<file path="src/rtl/nn_job_scheduler.sv">
// Round-robin job scheduler sitting in front of one shared dataflow pipeline.
// Accepts one job at a time from NUM_REQ requesters, pushes the winner's
// config word to the controller, pulses start_process and waits for
// process_done. Each job ends with a done or err pulse to its requester.
module nn_job_scheduler #(
  parameter int unsigned NUM_REQ        = 4,
  parameter int unsigned DATA_WIDTH     = 32,
  parameter int unsigned TIMEOUT_CYCLES = 1024,
  parameter int unsigned CNT_WIDTH      = 16
) (
  input  logic                          clk,
  input  logic                          reset,
  input  logic [NUM_REQ-1:0]            req,
  input  logic [NUM_REQ*DATA_WIDTH-1:0] req_cfg,
  output logic [NUM_REQ-1:0]            ack,
  output logic [NUM_REQ-1:0]            done,
  output logic [NUM_REQ-1:0]            err,
  output logic                          cfg_write,
  output logic [DATA_WIDTH-1:0]         cfg_wdata,
  input  logic                          cfg_ready,
  output logic                          start_process,
  input  logic                          process_done,
  output logic                          abort,
  output logic                          busy,
  output logic [$clog2(NUM_REQ)-1:0]    grant_id,
  output logic [CNT_WIDTH-1:0]          job_count
);

  localparam int unsigned IdW  = $clog2(NUM_REQ);
  localparam int unsigned TmrW = $clog2(TIMEOUT_CYCLES) + 1;

  localparam logic [IdW:0]      NumReqW     = (IdW+1)'(NUM_REQ);
  localparam logic [IdW-1:0]    LastGrantRst = IdW'(NUM_REQ - 1);
  localparam logic [TmrW-1:0]   TimeoutLast = TmrW'(TIMEOUT_CYCLES - 1);

  localparam logic [1:0] StIdle  = 2'd0;
  localparam logic [1:0] StCfg   = 2'd1;
  localparam logic [1:0] StStart = 2'd2;
  localparam logic [1:0] StWait  = 2'd3;

  logic [1:0]            state_q, state_d;
  logic [TmrW-1:0]       timer_q, timer_d, timer_inc;
  logic [IdW-1:0]        last_grant_q, last_grant_d;
  logic [IdW-1:0]        grant_id_q, grant_id_d;
  logic [NUM_REQ-1:0]    ack_q, ack_d;
  logic [NUM_REQ-1:0]    done_q, done_d;
  logic [NUM_REQ-1:0]    err_q, err_d;
  logic                  cfg_write_q, cfg_write_d;
  logic [DATA_WIDTH-1:0] cfg_wdata_q, cfg_wdata_d;
  logic                  start_q, start_d;
  logic                  abort_q, abort_d;
  logic                  busy_q, busy_d;
  logic [CNT_WIDTH-1:0]  job_count_q, job_count_d;

  logic                  win_found;
  logic [IdW-1:0]        win_idx;
  logic [IdW:0]          cand;
  logic [DATA_WIDTH-1:0] cfg_slice [NUM_REQ];

  for (genvar g = 0; g < NUM_REQ; g++) begin : g_slice
    assign cfg_slice[g] = req_cfg[g*DATA_WIDTH +: DATA_WIDTH];
  end

  // Round-robin pick: first set req bit searching upward from last_grant+1.
  always_comb begin
    win_found = 1'b0;
    win_idx   = '0;
    cand      = '0;
    for (int unsigned i = 1; i <= NUM_REQ; i++) begin
      cand = {1'b0, last_grant_q} + (IdW+1)'(i);
      if (cand >= NumReqW) cand = cand - NumReqW;
      if (!win_found && req[cand[IdW-1:0]]) begin
        win_found = 1'b1;
        win_idx   = cand[IdW-1:0];
      end
    end
  end

  // Job FSM: next state, timeout timer and all registered outputs.
  always_comb begin
    state_d      = state_q;
    timer_d      = timer_q;
    last_grant_d = last_grant_q;
    grant_id_d   = grant_id_q;
    ack_d        = '0;
    done_d       = '0;
    err_d        = '0;
    start_d      = 1'b0;
    abort_d      = 1'b0;
    cfg_write_d  = cfg_write_q;
    cfg_wdata_d  = cfg_wdata_q;
    job_count_d  = job_count_q;
    timer_inc    = (timer_q == {TmrW{1'b1}}) ? timer_q : timer_q + 1'b1;

    case (state_q)
      StIdle: begin
        if (win_found) begin
          state_d          = StCfg;
          ack_d[win_idx]   = 1'b1;
          grant_id_d       = win_idx;
          cfg_wdata_d      = cfg_slice[win_idx];
          cfg_write_d      = 1'b1;
          timer_d          = '0;
        end
      end
      StCfg: begin
        if (cfg_ready) begin
          cfg_write_d = 1'b0;
          start_d     = 1'b1;
          state_d     = StStart;
        end else if (timer_q == TimeoutLast) begin
          err_d[grant_id_q] = 1'b1;
          abort_d           = 1'b1;
          cfg_write_d       = 1'b0;
          last_grant_d      = grant_id_q;
          state_d           = StIdle;
        end else begin
          timer_d = timer_inc;
        end
      end
      StStart: begin
        timer_d = '0;
        state_d = StWait;
      end
      StWait: begin
        // timer is 0 only in the first WAIT cycle, where a stale latched
        // process_done from the previous job may still be visible.
        if ((timer_q != '0) && process_done) begin
          done_d[grant_id_q] = 1'b1;
          job_count_d        = job_count_q + 1'b1;
          last_grant_d       = grant_id_q;
          state_d            = StIdle;
        end else if (timer_q == TimeoutLast) begin
          err_d[grant_id_q] = 1'b1;
          abort_d           = 1'b1;
          cfg_write_d       = 1'b0;
          last_grant_d      = grant_id_q;
          state_d           = StIdle;
        end else begin
          timer_d = timer_inc;
        end
      end
      default: state_d = StIdle;
    endcase

    busy_d = (state_d != StIdle);
  end

  // State and output registers; reset aborts any job silently.
  always_ff @(posedge clk or posedge reset) begin
    if (reset) begin
      state_q      <= StIdle;
      timer_q      <= '0;
      last_grant_q <= LastGrantRst;
      grant_id_q   <= '0;
      ack_q        <= '0;
      done_q       <= '0;
      err_q        <= '0;
      cfg_write_q  <= 1'b0;
      cfg_wdata_q  <= '0;
      start_q      <= 1'b0;
      abort_q      <= 1'b0;
      busy_q       <= 1'b0;
      job_count_q  <= '0;
    end else begin
      state_q      <= state_d;
      timer_q      <= timer_d;
      last_grant_q <= last_grant_d;
      grant_id_q   <= grant_id_d;
      ack_q        <= ack_d;
      done_q       <= done_d;
      err_q        <= err_d;
      cfg_write_q  <= cfg_write_d;
      cfg_wdata_q  <= cfg_wdata_d;
      start_q      <= start_d;
      abort_q      <= abort_d;
      busy_q       <= busy_d;
      job_count_q  <= job_count_d;
    end
  end

  assign ack           = ack_q;
  assign done          = done_q;
  assign err           = err_q;
  assign cfg_write     = cfg_write_q;
  assign cfg_wdata     = cfg_wdata_q;
  assign start_process = start_q;
  assign abort         = abort_q;
  assign busy          = busy_q;
  assign grant_id      = grant_id_q;
  assign job_count     = job_count_q;

endmodule

</file>
<file path="config.mk">
export PLATFORM = sky130hd
export DESIGN_NAME = nn_job_scheduler
export DESIGN_NICKNAME = d
export VERILOG_FILES = /design/src/rtl/nn_job_scheduler.sv
export SDC_FILE = /design/constraint.sdc
export NUM_CORES = 1
export LEC_CHECK = 0
export ABC_AREA = 0
export BUFFER_PORTS_ARGS = -buffer_cell sky130_fd_sc_hd__clkbuf_2
export CAP_MARGIN = 20
export CELL_PAD_IN_SITES_DETAIL_PLACEMENT = 0
export CELL_PAD_IN_SITES_GLOBAL_PLACEMENT = 1
export CORE_MARGIN = 2
export CORE_UTILIZATION = 38
export CTS_BUF_LIST = sky130_fd_sc_hd__clkbuf_4
export CTS_CLUSTER_SIZE = 24
export DETAILED_ROUTE_END_ITERATION = 10
export PLACE_DENSITY_LB_ADDON = 0.1
export SLEW_MARGIN = 40
export SYNTH_ARGS = -nofsm -noshare
export SYNTH_HDL_FRONTEND = slang
export SYNTH_SLANG_ARGS = --single-unit
</file>
<file path="constraint.sdc">
create_clock -name clk -period 4.45 [get_ports clk]
set_input_delay 0.2225 -clock clk [delete_from_list [all_inputs] [get_ports clk]]
set_output_delay 0.2225 -clock clk [all_outputs]
set_load 0.005 [all_outputs]
</file>
==> results.ini, run 1 <==
[synthesis]
yosysTopAreaCellShare_pct = 46.3
yosysWarnings = 0
synth_most_common_cell = dfrtp_1
synth_common_cells = dfrtp_1, mux2i_1, nand2_1
synth_area_leaders = dfrtp_1, mux2i_1, o221ai_1
synth_nets = 544
async_reset_ff_share_pct = 100
ys_seq_area_share_pct = 47.6
yosysTopAreaCell = dfrtp_1
synth-main-ff-cell = dfrtp_1
synth-seq-cells = 81
synth_cell_types = 51
avgSynthCellArea_sq_um = 10.5
synth_area_sq_um = 4270
synth_edf_count = 0
syn_inst = 405

[worst_setup_path]
slowest_stage = or4_1
cp_cell_sequence = inv_1 -> ha_1 -> nor4b_2 -> a31o_1 -> o31ai_4 -> or4_1 -> a21boi_1
crit_type = reg -> reg
critPathCaptureType = flip-flop
critPathMaxStageDelay_ns = 0.50
startpoint_type = flip-flop
crit_fanout = 11
cp.arrival_ns = 2.76
cp_data_required_time_ns = 4.81

[placement]
gp_congestion = 0.792
place_area_sq_um = 5360
io_buffer_count = 201
dp_hpwl_um = 8750

[drt]
viasPerCell = 5.17
dr.first_iter.drc_count = 257
wire_per_inst_um = 16.0
drc_errors = 0
vias = 3837
first_pass_iters = 4
wl_um = 11900
ant_nets = 0

[sta]
hold_violations = 0
finalMaxSlewViolations = 0
fmax_ghz = 0.416
fin_skew_ns = 0.0197
slew_headroom_pct = 51.0
setup-tns-final_ns = 0
rsz0062_at_grt = false
period_share_pct = 54.1
setup_viol = 0
post-route-min-period_ns = 2.41
worst_pin_slew_ns = 0.733

[clock_network]
clock-root-buffer = clkbuf_4
cts_setup_buffers = 0
cts_buffer_depth = 2
clk_latency_ns = 0.44
tritoncts = built
clock_sinks = 81
htree_num_levels = 3
cts_buffers = 9
clkTransAtPathRegs_ns = 0.15

[die]
pin_count = 202
start_util_pct = 39.2
die-area_sq_um = 12100
die_y_um = 110
rows = 38
die_w_um = 110
core_area_sq_um = 10900

[pwr]
ir_worst_vdd_mv = 0.560
powerDensity_nw_per_um2 = 507
power_leakage_nw = 2.90

[run_status]
status = completed

[cells_and_area]
drive_gt1_share_pct = 39.2
final_area_sq_um = 5520
num_antenna_cells = 0
synthToLayoutAreaGrowth_pct = 29.4
final_net_count = 736

[global_routing]
antenna_found_initial = 0
grt-ovfl-total = 0
grt_pass1_wl_um = 18100
grt_pass1_vias = 3612
grt_max_degree = 71
grt_use_total_pct = 19.3

[min_path]
min_path_type = in -> reg

[flow_run]
cap_violations = 0

==> path summary, 6_finish.rpt <==
path	startpoint	end	slack, ns	cells past startpoint
min in group asynchronous	reset	job_count[15]$_DFFE_PP0P_	0.21	3
max reg2reg	timer_q[0]$_DFFE_PP0P_	timer_q[8]$_DFFE_PP0P_	2.04	7
min reg2reg	job_count[15]$_DFFE_PP0P_	job_count[15]$_DFFE_PP0P_	0.49	1
min	req_cfg[116]	cfg_wdata[20]$_DFFE_PP0P_	0.09	3
max in group asynchronous	reset	state_q[1]$_DFF_PP0_	3.35	4
max	timer_q[0]$_DFFE_PP0P_	timer_q[8]$_DFFE_PP0P_	2.04	7
==> stage by stage <==
stage | hold slack (ns) | instances | power [mW] | worst slack (ns) | utilization, %
2_1_floorplan | 0.413 | 405 | 1.94 | 2.15 | -
3_3_place_gp | 0.122 | 725 | 2.35 | 1.99 | 49.2
3_5_place_dp | 0.128 | 725 | 2.37 | 1.87 | 49.2
4_1_cts | 0.0812 | 742 | 2.82 | 2.01 | 50.6
5_1_grt | 0.0863 | 742 | 3.02 | 1.79 | 50.7
6_report | 0.0938 | 742 | 2.80 | 2.04 | 50.7
==> power breakdown <==
part	total, mW	internal (mW)	switching, mW
Sequential	1.14	0.956	0.186
Combinational	1.20	0.552	0.653
Clock	0.451	0.180	0.271
Total	2.80	1.69	1.11
==> metal layers <==
metal | track usage, % | share of wire, % | vias to the layer above
li1 | - | - | 1871
met1 | 26.0 | 43 | 1814
met2 | 30.8 | 48 | 137
met3 | 4.76 | 7.2 | 15
met4 | 5.70 | 1.3 | 0
met5 | 0 | 0 | -
==> kinds of logic after synthesis <==
| family | after synthesis | synth area share [%] |
|---|---|---|
| buf+inv | 39 | 4.66 |
| mux | 69 | 16.3 |
| simple gates | 116 | 13.3 |
| flops | 81 | 47.6 |
| compound gates | 82 | 14.3 |
| fa+ha+maj | 3 | 0.880 |
| xor+xnor | 15 | 3.08 |
==> state kept, by name, indices dropped and copies added (netlist names) <==
register / cells
err: 4
cfg_wdata: 32
timer_q: 11
busy: 1
grant_id: 2
job_count: 16
abort: 1
ack: 4
cfg_write: 1
state_q: 2
start_process: 1
last_grant_q: 2
done: 4
==> repair_timing <==
item                                   in CTS  in global routing
endpoints found under the hold margin      11                  0
gates resized for setup                     0                  0
hold buffers                                1                  0
==> placed cells by master (no fill, tap or decap), drive strengths merged, types with 2 or more instances in the layout <==
cell        n
a21o        3
a21oi       8
a31o        3
a31oi       3
a41oi       3
and2        3
and3        4
and4        2
buf         4
clkbuf    211
clkinv      3
clkinvlp    2
dfrtp      79
dfstp       2
ha          3
inv        14
mux2        3
mux2i      66
nand2      53
nand2b      4
nand3      12
nand4       6
nor2       17
nor3        6
nor4        2
o21ai      20
o221ai     32
o22ai       2
o31ai       2
or2         2
or4         2
xnor2      12
xor2        3
==> cell type report <==
| class | count | area (sq um) |
|---|---|---|
| multi-input combinational | 285 | 2060 |
| clock buffer | 10 | 75.1 |
| tap | 140 | 175 |
| sequential | 81 | 2030 |
| inverter | 14 | 53.8 |
| fill | 1044 | 5370 |
| timing repair buffer | 206 | 1060 |
| clock inverter | 6 | 67.6 |
==> worst max-delay path, delay by kind of cell (launching register included) <==
| family | cells | cell delay [ns] |
|---|---|---|
| adders and majority gates | 1 | 0.14 |
| DFF | 1 | 0.45 |
| and+or+nand+nor | 2 | 0.80 |
| AOI/OAI and AO/OA | 3 | 0.88 |
| buffers and inverters | 1 | 0.08 |
No activity file was read; power rests on OpenSTA's default activity.
==> inputs of run 2 (changes only) <==
- ABC_AREA: 0 -> 1
- CORE_UTILIZATION: 38 -> 31
- clock period: 4.45 -> 1.9 ns (I/O delays scaled with it)
==> run 2 against run 1 <==
  * The run now ends with negative setup slack left
  * Combinational power rose to 8.2 times the previous value
  * Area after synthesis rose by 21%
  * Register-to-register slack got worse by 2.3 ns
  * Via count rose by 48%
  * Clock skew rose by 0.0093 ns
==> results.ini, run 2 <==
[synthesis]
avgSynthCellArea_sq_um = 6.70  ; -36%
syn_inst = 770  ; +90%
yosysTopAreaCellShare_pct = 38.3  ; -8.0 points
synth-main-ff-cell = dfrtp_1
synth_most_common_cell = nand2_1
yosysWarnings = 0  ; unchanged
synth_area_leaders = dfrtp_1, nand2_1, nand3_1
yosysTopAreaCell = dfrtp_1
synth_common_cells = nand2_1, nand3_1, dfrtp_1
synth_edf_count = 0  ; unchanged
synth_cell_types = 34  ; -33%
synth_nets = 909  ; +67%
async_reset_ff_share_pct = 100  ; unchanged
synth-seq-cells = 81  ; unchanged
ys_seq_area_share_pct = 39.3  ; -8.2 points
synth_area_sq_um = 5160  ; +21%

[worst_setup_path]
crit_fanout = 7  ; -4
critPathCaptureType = flip-flop
slowest_stage = dfstp_2
crit_type = reg -> reg
crit_top_cell = nand2_2
cp_cell_sequence = inv_4 -> nand2_2 -> nand2_2 -> nand2_2 -> nand2_4 -> nor2_4 -> nand3_4 -> buf_4 -> nand2_4 -> nand4_1 -> or2_2
cp.arrival_ns = 2.47  ; -0.29 ns
startpoint_type = flip-flop
cp_data_required_time_ns = 2.24  ; -2.57 ns
critPathMaxStageDelay_ns = 0.64  ; +0.14 ns

[die]
die-area_sq_um = 17700  ; +46%
rows = 47  ; +24%
die_w_um = 133  ; +21%
pin_count = 202  ; unchanged
start_util_pct = 31.5  ; -7.7 points
die_y_um = 133  ; +21%
core_area_sq_um = 16400  ; +51%

[clock_network]
cts_buffer_depth = 2  ; unchanged
clock_sinks = 81  ; unchanged
htree_num_levels = 3  ; unchanged
cts_buffers = 9  ; unchanged
clkTransAtPathRegs_ns = 0.15  ; about the same
clock-root-buffer = clkbuf_4
clk_latency_ns = 0.45  ; about the same
tritoncts = built

[cells_and_area]
drive_gt1_share_pct = 34.2  ; -5.0 points
largest_reg_flops = 32  ; unchanged
synthToLayoutAreaGrowth_pct = 45.7
layout_common_cells = nand2_1, clkbuf_2, nand3_1, dfrtp_1, nand2_2
final_net_count = 1178  ; +60%
utilization_pct = 45.8  ; -4.9 points
final_area_sq_um = 7520  ; +36%
final_common_cell = nand2_1
num_antenna_cells = 0  ; unchanged

[sta]
hold_violations = 0  ; unchanged
worst_pin_slew_ns = 0.456  ; -0.276 ns
setup_viol = 44  ; +44
slew_headroom_pct = 69.6  ; +19 points
period_share_pct = 112  ; +58 points
fin_skew_ns = 0.0290  ; +0.00931 ns
hold_ws_ns = 0.0326  ; -0.0612 ns
finalMaxSlewViolations = 0  ; unchanged
rsz0062_at_grt = true
post-route-min-period_ns = 2.13  ; -0.277 ns
layout_setup_ws_ns = -0.228  ; -2.27 ns
fmax_ghz = 0.470  ; +13%

[placement]
gp_congestion = 0.795  ; +0.42%
dp_hpwl_um = 12300  ; +41%
place_area_sq_um = 6580  ; +23%
io_buffer_count = 201  ; unchanged

[drt]
drc_errors = 0  ; unchanged
viasPerCell = 4.49  ; -13%
ant_nets = 0  ; unchanged
wl_um = 17200  ; +45%
first_pass_iters = 4  ; unchanged
dr.first_iter.drc_count = 206  ; -20%
vias = 5674  ; +48%
wire_per_inst_um = 13.6  ; -15%

[run_status]
violations = negative setup slack
status = finished, violations left

[pwr]
powerDensity_nw_per_um2 = 1810  ; +260%
ir_worst_vdd_mv = 0.936  ; +67%
power_leakage_nw = 4.28  ; +48%
power_mw = 13.6  ; +390%

[min_path]
min_path_type = in -> reg

[flow_run]
cap_violations = 0  ; unchanged

[global_routing]
grt_use_total_pct = 19.1  ; -0.22 points
grt_max_degree = 82  ; +15%
antenna_found_initial = 1  ; +1
grt_pass1_vias = 5487  ; +52%
grt_pass1_wl_um = 27100  ; +50%
grt-ovfl-total = 0  ; unchanged

==> run 2: cell types whose count changed after synthesis, moves of 11 or more <==
cell / previous run / this run
buf_4: 1 / 12
inv_1: 11 / 36
mux2i_1: 66 / 0
nand2_1: 52 / 401
nand2_2: 1 / 14
nand3_1: 12 / 85
nor2_1: 17 / 28
nor3_1: 5 / 19
o21ai_0: 2 / 18
o21ai_1: 18 / 0
o221ai_1: 32 / 0
xor2_1: 3 / 15
==> run 2: area by class of cell <==
cell class / instances / area [sq um]
inverters: 42 / 164
multi-input cells: 608 / 2880
well taps: 220 / 275
clock inverters: 6 / 66.3
repair buffers: 297 / 2030
fillers: 1725 / 8890
clock buffers: 10 / 75.1
flip-flops and latches: 81 / 2030
==> run 2: power by group <==
group / total (mW) / internal [mW] / switching (mW)
combinational: 9.81 / 4.19 / 5.63
sequential: 2.71 / 2.26 / 0.444
clock: 1.09 / 0.418 / 0.673
total: 13.6 / 6.87 / 6.75
==> run 2: through the flow <==
stage	instances	setup slack (ns)	setup TNS, ns
6_report	1264	-0.228	-6.55
4_1_cts	1251	-0.166	-5.29
5_1_grt	1264	-0.322	-12.83
3_3_place_gp	1196	-0.167	-4.91
2_1_floorplan	770	0.00267	0
3_5_place_dp	1196	-0.159	-5.05
==> run 2: cells by family after synthesis <==
kind of cell | count (synthesis) | synth area share, %
adder cells (fa/ha/maj) | 3 | 0.727
flip-flops | 81 | 39.3
AND/OR/NAND/NOR | 562 | 45.2
buffers and inverters | 81 | 8.65
AO/OA/AOI/OAI | 24 | 2.86
XOR/XNOR | 19 | 3.22
==> run 2: repair_timing <==
item | 4_1_cts | 5_1_grt
resized for setup | 15 | 68
setup buffers | 3 | 8
cloned | 0 | 5
pin swaps | 0 | 19
endpoints found under the hold margin | 102 | 0
endpoints found under the setup margin | 51 | 63
hold buffers | 36 | 0
==> run 2: worst max-delay path, delay by kind of cell (launching register included) <==
| kind | cells | cell delay (ns) |
|---|---|---|
| and+or+nand+nor | 9 | 1.11 |
| DFF | 1 | 0.64 |
| buffers and inverters | 2 | 0.27 |
==> run 2: path summary, 6_finish.rpt <==
path	slack, ns	cells after the start	startpoint	endpoint
max	-0.23	11	last_grant_q[0]$_DFFE_PP1P_	busy$_DFF_PP0_
min reg2reg	0.49	1	job_count[15]$_DFFE_PP0P_	job_count[15]$_DFFE_PP0P_
max in group asynchronous	1.22	4	reset	last_grant_q[1]$_DFFE_PP1P_
min in group asynchronous	0.27	4	reset	job_count[9]$_DFFE_PP0P_
max reg2reg	-0.23	11	last_grant_q[0]$_DFFE_PP1P_	busy$_DFF_PP0_
min	0.03	7	req_cfg[57]	cfg_wdata[25]$_DFFE_PP0P_
==> run 2: routing by layer <==
layer	track usage, %	vias to the layer above	routed length, um
li1	-	2946	-
met1	24.6	2530	7710
met2	31.8	171	8180
met3	4.48	25	995
met4	5.85	2	316
met5	0	-	13
